$ cat src/rtl/ins_fetch_if.sv
// Bundle of the fetch unit's control, instruction-memory and datapath signals.
// The master modport is the fetch unit; the slave modport is the memory/datapath side.
interface ins_fetch_if #(
  parameter int word_size  = 8,
  parameter int index_size = 4
);
  logic                  start;
  logic                  stall;
  logic [word_size-1:0]  ins_val;
  logic                  acc_zero;
  logic [word_size-1:0]  reg_data;
  logic [index_size-1:0] prog_count;
  logic [word_size-1:0]  ir;
  logic                  exec_en;
  logic [3:0]            reg_sel;
  logic                  halted;

  modport master (
    input  start, stall, ins_val, acc_zero, reg_data,
    output prog_count, ir, exec_en, reg_sel, halted
  );

  modport slave (
    output start, stall, ins_val, acc_zero, reg_data,
    input  prog_count, ir, exec_en, reg_sel, halted
  );
endinterface

$ cat src/rtl/ins_fetch.sv
// Two-phase instruction fetch/execute sequencer: FETCH latches the instruction,
// EXEC strobes the datapath and resolves the next program counter (jumps, halt).
module ins_fetch #(
  parameter int word_size  = 8,
  parameter int index_size = 4
) (
  input  logic          clk,
  input  logic          rst_n,
  ins_fetch_if.master   bus
);

  typedef enum logic [1:0] {
    IDLE   = 2'd0,
    FETCH  = 2'd1,
    EXEC   = 2'd2,
    HALTED = 2'd3
  } state_t;

  localparam logic [3:0] OP_JR   = 4'b0110;
  localparam logic [3:0] OP_JI   = 4'b0111;
  localparam logic [3:0] OP_HALT = 4'b1111;

  state_t                state_q, state_d;
  logic [index_size-1:0] pc_q, pc_d;
  logic [word_size-1:0]  ir_q, ir_d;
  logic                  exec_en;
  logic [3:0]            opcode;
  logic [index_size-1:0] pc_inc;
  logic                  unused_reg_data;

  assign opcode = ir_q[7:4];
  // Natural width of the add gives the modulo-16 wrap for free.
  assign pc_inc = pc_q + index_size'(1);
  assign unused_reg_data = ^bus.reg_data[word_size-1:index_size];

  always_ff @(posedge clk or negedge rst_n) begin
    if (!rst_n) begin
      state_q <= IDLE;
      pc_q    <= '0;
      ir_q    <= '0;
    end else begin
      state_q <= state_d;
      pc_q    <= pc_d;
      ir_q    <= ir_d;
    end
  end

  always_comb begin
    state_d = state_q;
    pc_d    = pc_q;
    ir_d    = ir_q;
    exec_en = 1'b0;
    case (state_q)
      IDLE: begin
        if (bus.start) begin
          state_d = FETCH;
          pc_d    = '0;
        end
      end
      FETCH: begin
        if (!bus.stall) begin
          ir_d    = bus.ins_val;
          state_d = EXEC;
        end
      end
      EXEC: begin
        if (!bus.stall) begin
          exec_en = 1'b1;
          state_d = FETCH;
          case (opcode)
            OP_JR:   pc_d = bus.acc_zero ? bus.reg_data[index_size-1:0] : pc_inc;
            OP_JI:   pc_d = bus.acc_zero ? ir_q[index_size-1:0] : pc_inc;
            OP_HALT: state_d = HALTED;
            default: pc_d = pc_inc;
          endcase
        end
      end
      HALTED: begin
        state_d = HALTED;
      end
      default: begin
        state_d = IDLE;
      end
    endcase
  end

  assign bus.prog_count = pc_q;
  assign bus.ir         = ir_q;
  assign bus.exec_en    = exec_en;
  assign bus.reg_sel    = ir_q[3:0];
  assign bus.halted     = (state_q == HALTED);

endmodule

$ cat src/flat_wrapper.sv
// flat-port wrapper written by rule: the top's interface ports become plain ports
module ins_fetch_flat 
#(
  parameter int word_size  = 8,
  parameter int index_size = 4
)
  (clk, rst_n, bus_start, bus_stall, bus_ins_val, bus_acc_zero, bus_reg_data, bus_prog_count, bus_ir, bus_exec_en, bus_reg_sel, bus_halted);
  ins_fetch_if #(.word_size(word_size), .index_size(index_size)) bus_i ();
  input  logic clk;
  input  logic rst_n;
  input wire logic [$bits(bus_i.start)-1:0] bus_start;
  input wire logic [$bits(bus_i.stall)-1:0] bus_stall;
  input wire logic [$bits(bus_i.ins_val)-1:0] bus_ins_val;
  input wire logic [$bits(bus_i.acc_zero)-1:0] bus_acc_zero;
  input wire logic [$bits(bus_i.reg_data)-1:0] bus_reg_data;
  output wire logic [$bits(bus_i.prog_count)-1:0] bus_prog_count;
  output wire logic [$bits(bus_i.ir)-1:0] bus_ir;
  output wire logic [$bits(bus_i.exec_en)-1:0] bus_exec_en;
  output wire logic [$bits(bus_i.reg_sel)-1:0] bus_reg_sel;
  output wire logic [$bits(bus_i.halted)-1:0] bus_halted;
  assign bus_i.start = bus_start;
  assign bus_i.stall = bus_stall;
  assign bus_i.ins_val = bus_ins_val;
  assign bus_i.acc_zero = bus_acc_zero;
  assign bus_i.reg_data = bus_reg_data;
  assign bus_prog_count = bus_i.prog_count;
  assign bus_ir = bus_i.ir;
  assign bus_exec_en = bus_i.exec_en;
  assign bus_reg_sel = bus_i.reg_sel;
  assign bus_halted = bus_i.halted;
  ins_fetch #(.word_size(word_size), .index_size(index_size)) u_core (.clk(clk), .rst_n(rst_n), .bus(bus_i));
endmodule
$ cat config.mk
export PLATFORM = sky130hd
export DESIGN_NAME = ins_fetch_flat
export DESIGN_NICKNAME = d
export VERILOG_FILES = /design/src/rtl/ins_fetch_if.sv /design/src/rtl/ins_fetch.sv /design/src/flat_wrapper.sv
export SDC_FILE = /design/constraint.sdc
export NUM_CORES = 1
export LEC_CHECK = 0
export CAP_MARGIN = 20
export CORE_ASPECT_RATIO = 0.9
export CORE_MARGIN = 3
export CORE_UTILIZATION = 40
export CTS_CLUSTER_DIAMETER = 150
export DETAILED_ROUTE_END_ITERATION = 12
export PLACE_DENSITY_LB_ADDON = 0.12
export SYNTH_ARGS = -nofsm -noshare
export SYNTH_HDL_FRONTEND = slang
export SYNTH_SLANG_ARGS = --single-unit
export TNS_END_PERCENT = 20
$ cat constraint.sdc
create_clock -name clk -period 1.6 [get_ports clk]
set_clock_uncertainty 0.15 [all_clocks]
set_input_delay 0.16 -clock clk [delete_from_list [all_inputs] [get_ports clk]]
set_output_delay 0.16 -clock clk [all_outputs]
set_load 0.01 [all_outputs]
==> results.md <==
* Seq cells post-synth at 14
* Max_cap viols at 0
* Mapped Area at 816 um^2
* Largest net degree at the start of global routing at 15
* Site Rows at 14
* Most frequent cell after synthesis: dfrtp_1
* Initial Util at 0.452
* Status: finished, final reports clean
* Nets at 136
* WP buf/inv at 1
* CP max-delay cell: clkdlybuf4s50_1
* Post-cts hold buffer count at 0
* DR pass1 iterations at 5
* Mean Syn Cell Area at 11.7 um^2
* Total power at 2.21 mW
* ANT cells at 0
* Sequential share of the synthesized area at 0.429
* Largest cells by area after synthesis: dfrtp_1 (43%), mux2_2 (11%), mux2i_1 (4.9%)
* Min-Delay Path Class: input pin to asynchronous set/reset pin
* Worst slew margin at 0.826
* CTS root buffer: clkbuf_4
* Fill cell count at 137
* Cell count after synthesis at 70
* Vias post-DR at 740
* Critical Path Max Stage Delay at 0.56 ns
* Max Fclk at 651 MHz
* Clk sink count at 14
* Routability cong. at 0.873
* Initial DRC count at 11
* Max clock buf depth at 2
* Die X at 53.6 um
* Syn nets at 92
* Power per cell area at 1760 nW/um^2
* First-pass GRT wire length at 3460 um
* CTS H-tree depth at 1
* DR WL/cell at 14.7 um
* Ys async rst share at 1.00
* Pleak at 0.581 nW
* Total track usage at 0.179
* Post-layout min period at 1.54 ns
* HPWL after detailed placement at 1590 um
* Hold Vio Cnt, Final at 0
* Antenna violations before repair at 0
* Commonest cells post-synth: dfrtp_1 (14), mux2_2 (8), nand2_1 (5), o21ai_0 (5)
* Die area at 2620 um^2
* Post-Route WL at 2000 um
* ANT nets after route at 0
* Arrival @ worst endpoint at 1.23 ns
* Synth Warn # at 0
* DRC Markers at 0
* Worst EP required at 1.29 ns
* Worst-Skew Late Latency at 0.28 ns
* Worst-Margin Slew at 0.257 ns
* FF+latch area at 353 um^2
* Post-synth EDFFs at 0
* Share of layout cells above drive strength 1 at 0.277
* Port buffer count at 34
* Die H at 48.8 um
* Yosys top cell by area: dfrtp_1
* IO Count at 39
* CP Launch Type: flop
* Core area at 1800 um^2
* Area grow syn2layout at 54.0%
* Final Util at 0.696
* CP max FO at 4
* Unique masters post-synth at 29
* CTS buffer count at 3
* GRT Residual Overflow at 0
* VDD IR-drop max at 1.10 mV
* Clock Pin Slew Worst Setup and Hold Paths at 0.08 ns
* Post-synth top area share at 0.429
* Crit-path cells: clkdlybuf4s50_1
* Multi-input logic area at 415 um^2
* Final Max Slew Viols at 0
* CP delay by family, top: buffers and inverters
* RSZ-0062 raised after global routing: no
* Final setup violation count at 0
* Critical path class: flop to output pin
* Post-DR vias/cell at 5.44
* CTS tree: yes
* Ys flop type: dfrtp_1
* Vias in the first global route at 758
* Tcrit/Tclk final at 0.961
* Critical Path Sink Type: output pin
-- per-layer routing --
metal | vias to the layer above | global-route usage | share of wire
li1 | 346 | - | -
met4 | 0 | 0.0511 | 0.0065
met3 | 2 | 0.0581 | 0.063
met5 | - | 0 | 0
met1 | 367 | 0.206 | 0.42
met2 | 25 | 0.306 | 0.51
-- kinds of logic (layout without fill, tap and decap cells) --
kind of cell	after synthesis	count (layout)	share of synthesized area
DFF	14	14	0.429
muxes	12	12	0.160
AOI/OAI and AO/OA	17	17	0.163
buffers and inverters	6	48	0.0644
adders and majority gates	1	1	0.0153
and+or+nand+nor	20	20	0.169
-- where the power goes --
part | switching, mW | internal, mW
sequential | 0.185 | 0.529
combinational | 0.531 | 0.760
clock | 0.113 | 0.0874
total | 0.829 | 1.38
-- repair_timing --
action                     CTS  global route
pin swaps                    0             0
setup buffers                1             0
setup endpoints to repair    3             8
resized for setup            3             8
-- state kept, by name (all words and copies together) (netlist names) --
signal                 flops
u_core.state_q             2
u_core.bus.prog_count      4
u_core.bus.ir              8
-- metrics by stage --
step	hold slack (ns)	instances	setup TNS, ns	instance area [um^2]	setup slack (ns)
floorplan	-0.286	70	0	816	0.0820
global placement	0.340	132	-0.198	1210	-0.0876
detailed placement	0.346	132	-0.707	1210	-0.129
CTS	0.0361	136	0	1240	0.0151
global route	0.0595	136	0	1260	0.00369
finish	0.0307	136	0	1260	0.0630
-- placed cells by master, fill, tap and decap left out, types with 3 or more instances in the layout --
cell,count
clkdlybuf4s50_1,26
dfrtp_1,12
buf_4,11
mux2_2,8
dlymetal6s2s_1,6
nand2_1,5
o21ai_0,5
mux2i_1,4
clkbuf_4,3
-- final timing paths --
check                                                startpoint  cells after the start                              endpoint  slack (ns)
max reg2reg                       u_core.state_q[1]$_DFFE_PN0P_                      4          u_core.bus.ir[6]$_DFFE_PN0P_        0.08
min                                                       rst_n                      2          u_core.bus.ir[2]$_DFFE_PN0P_        0.03
min reg2reg                u_core.bus.prog_count[3]$_DFFE_PN0P_                      1  u_core.bus.prog_count[3]$_DFFE_PN0P_        0.39
max in group asynchronous                                 rst_n                      2          u_core.bus.ir[6]$_DFFE_PN0P_        1.08
max                                u_core.bus.ir[1]$_DFFE_PN0P_                      1                             bus_ir[1]        0.06
min in group clk                                 bus_ins_val[2]                      2          u_core.bus.ir[2]$_DFFE_PN0P_        0.34
-- cell type report --
| class | instances | area share |
|---|---|---|
| timing repair buffer | 45 | 0.347 |
| sequential | 14 | 0.281 |
| clock buffer | 3 | 0.0179 |
| multi-input combinational | 50 | 0.331 |
| tap | 24 | 0.0239 |
(Power assumes the default switching activity.)
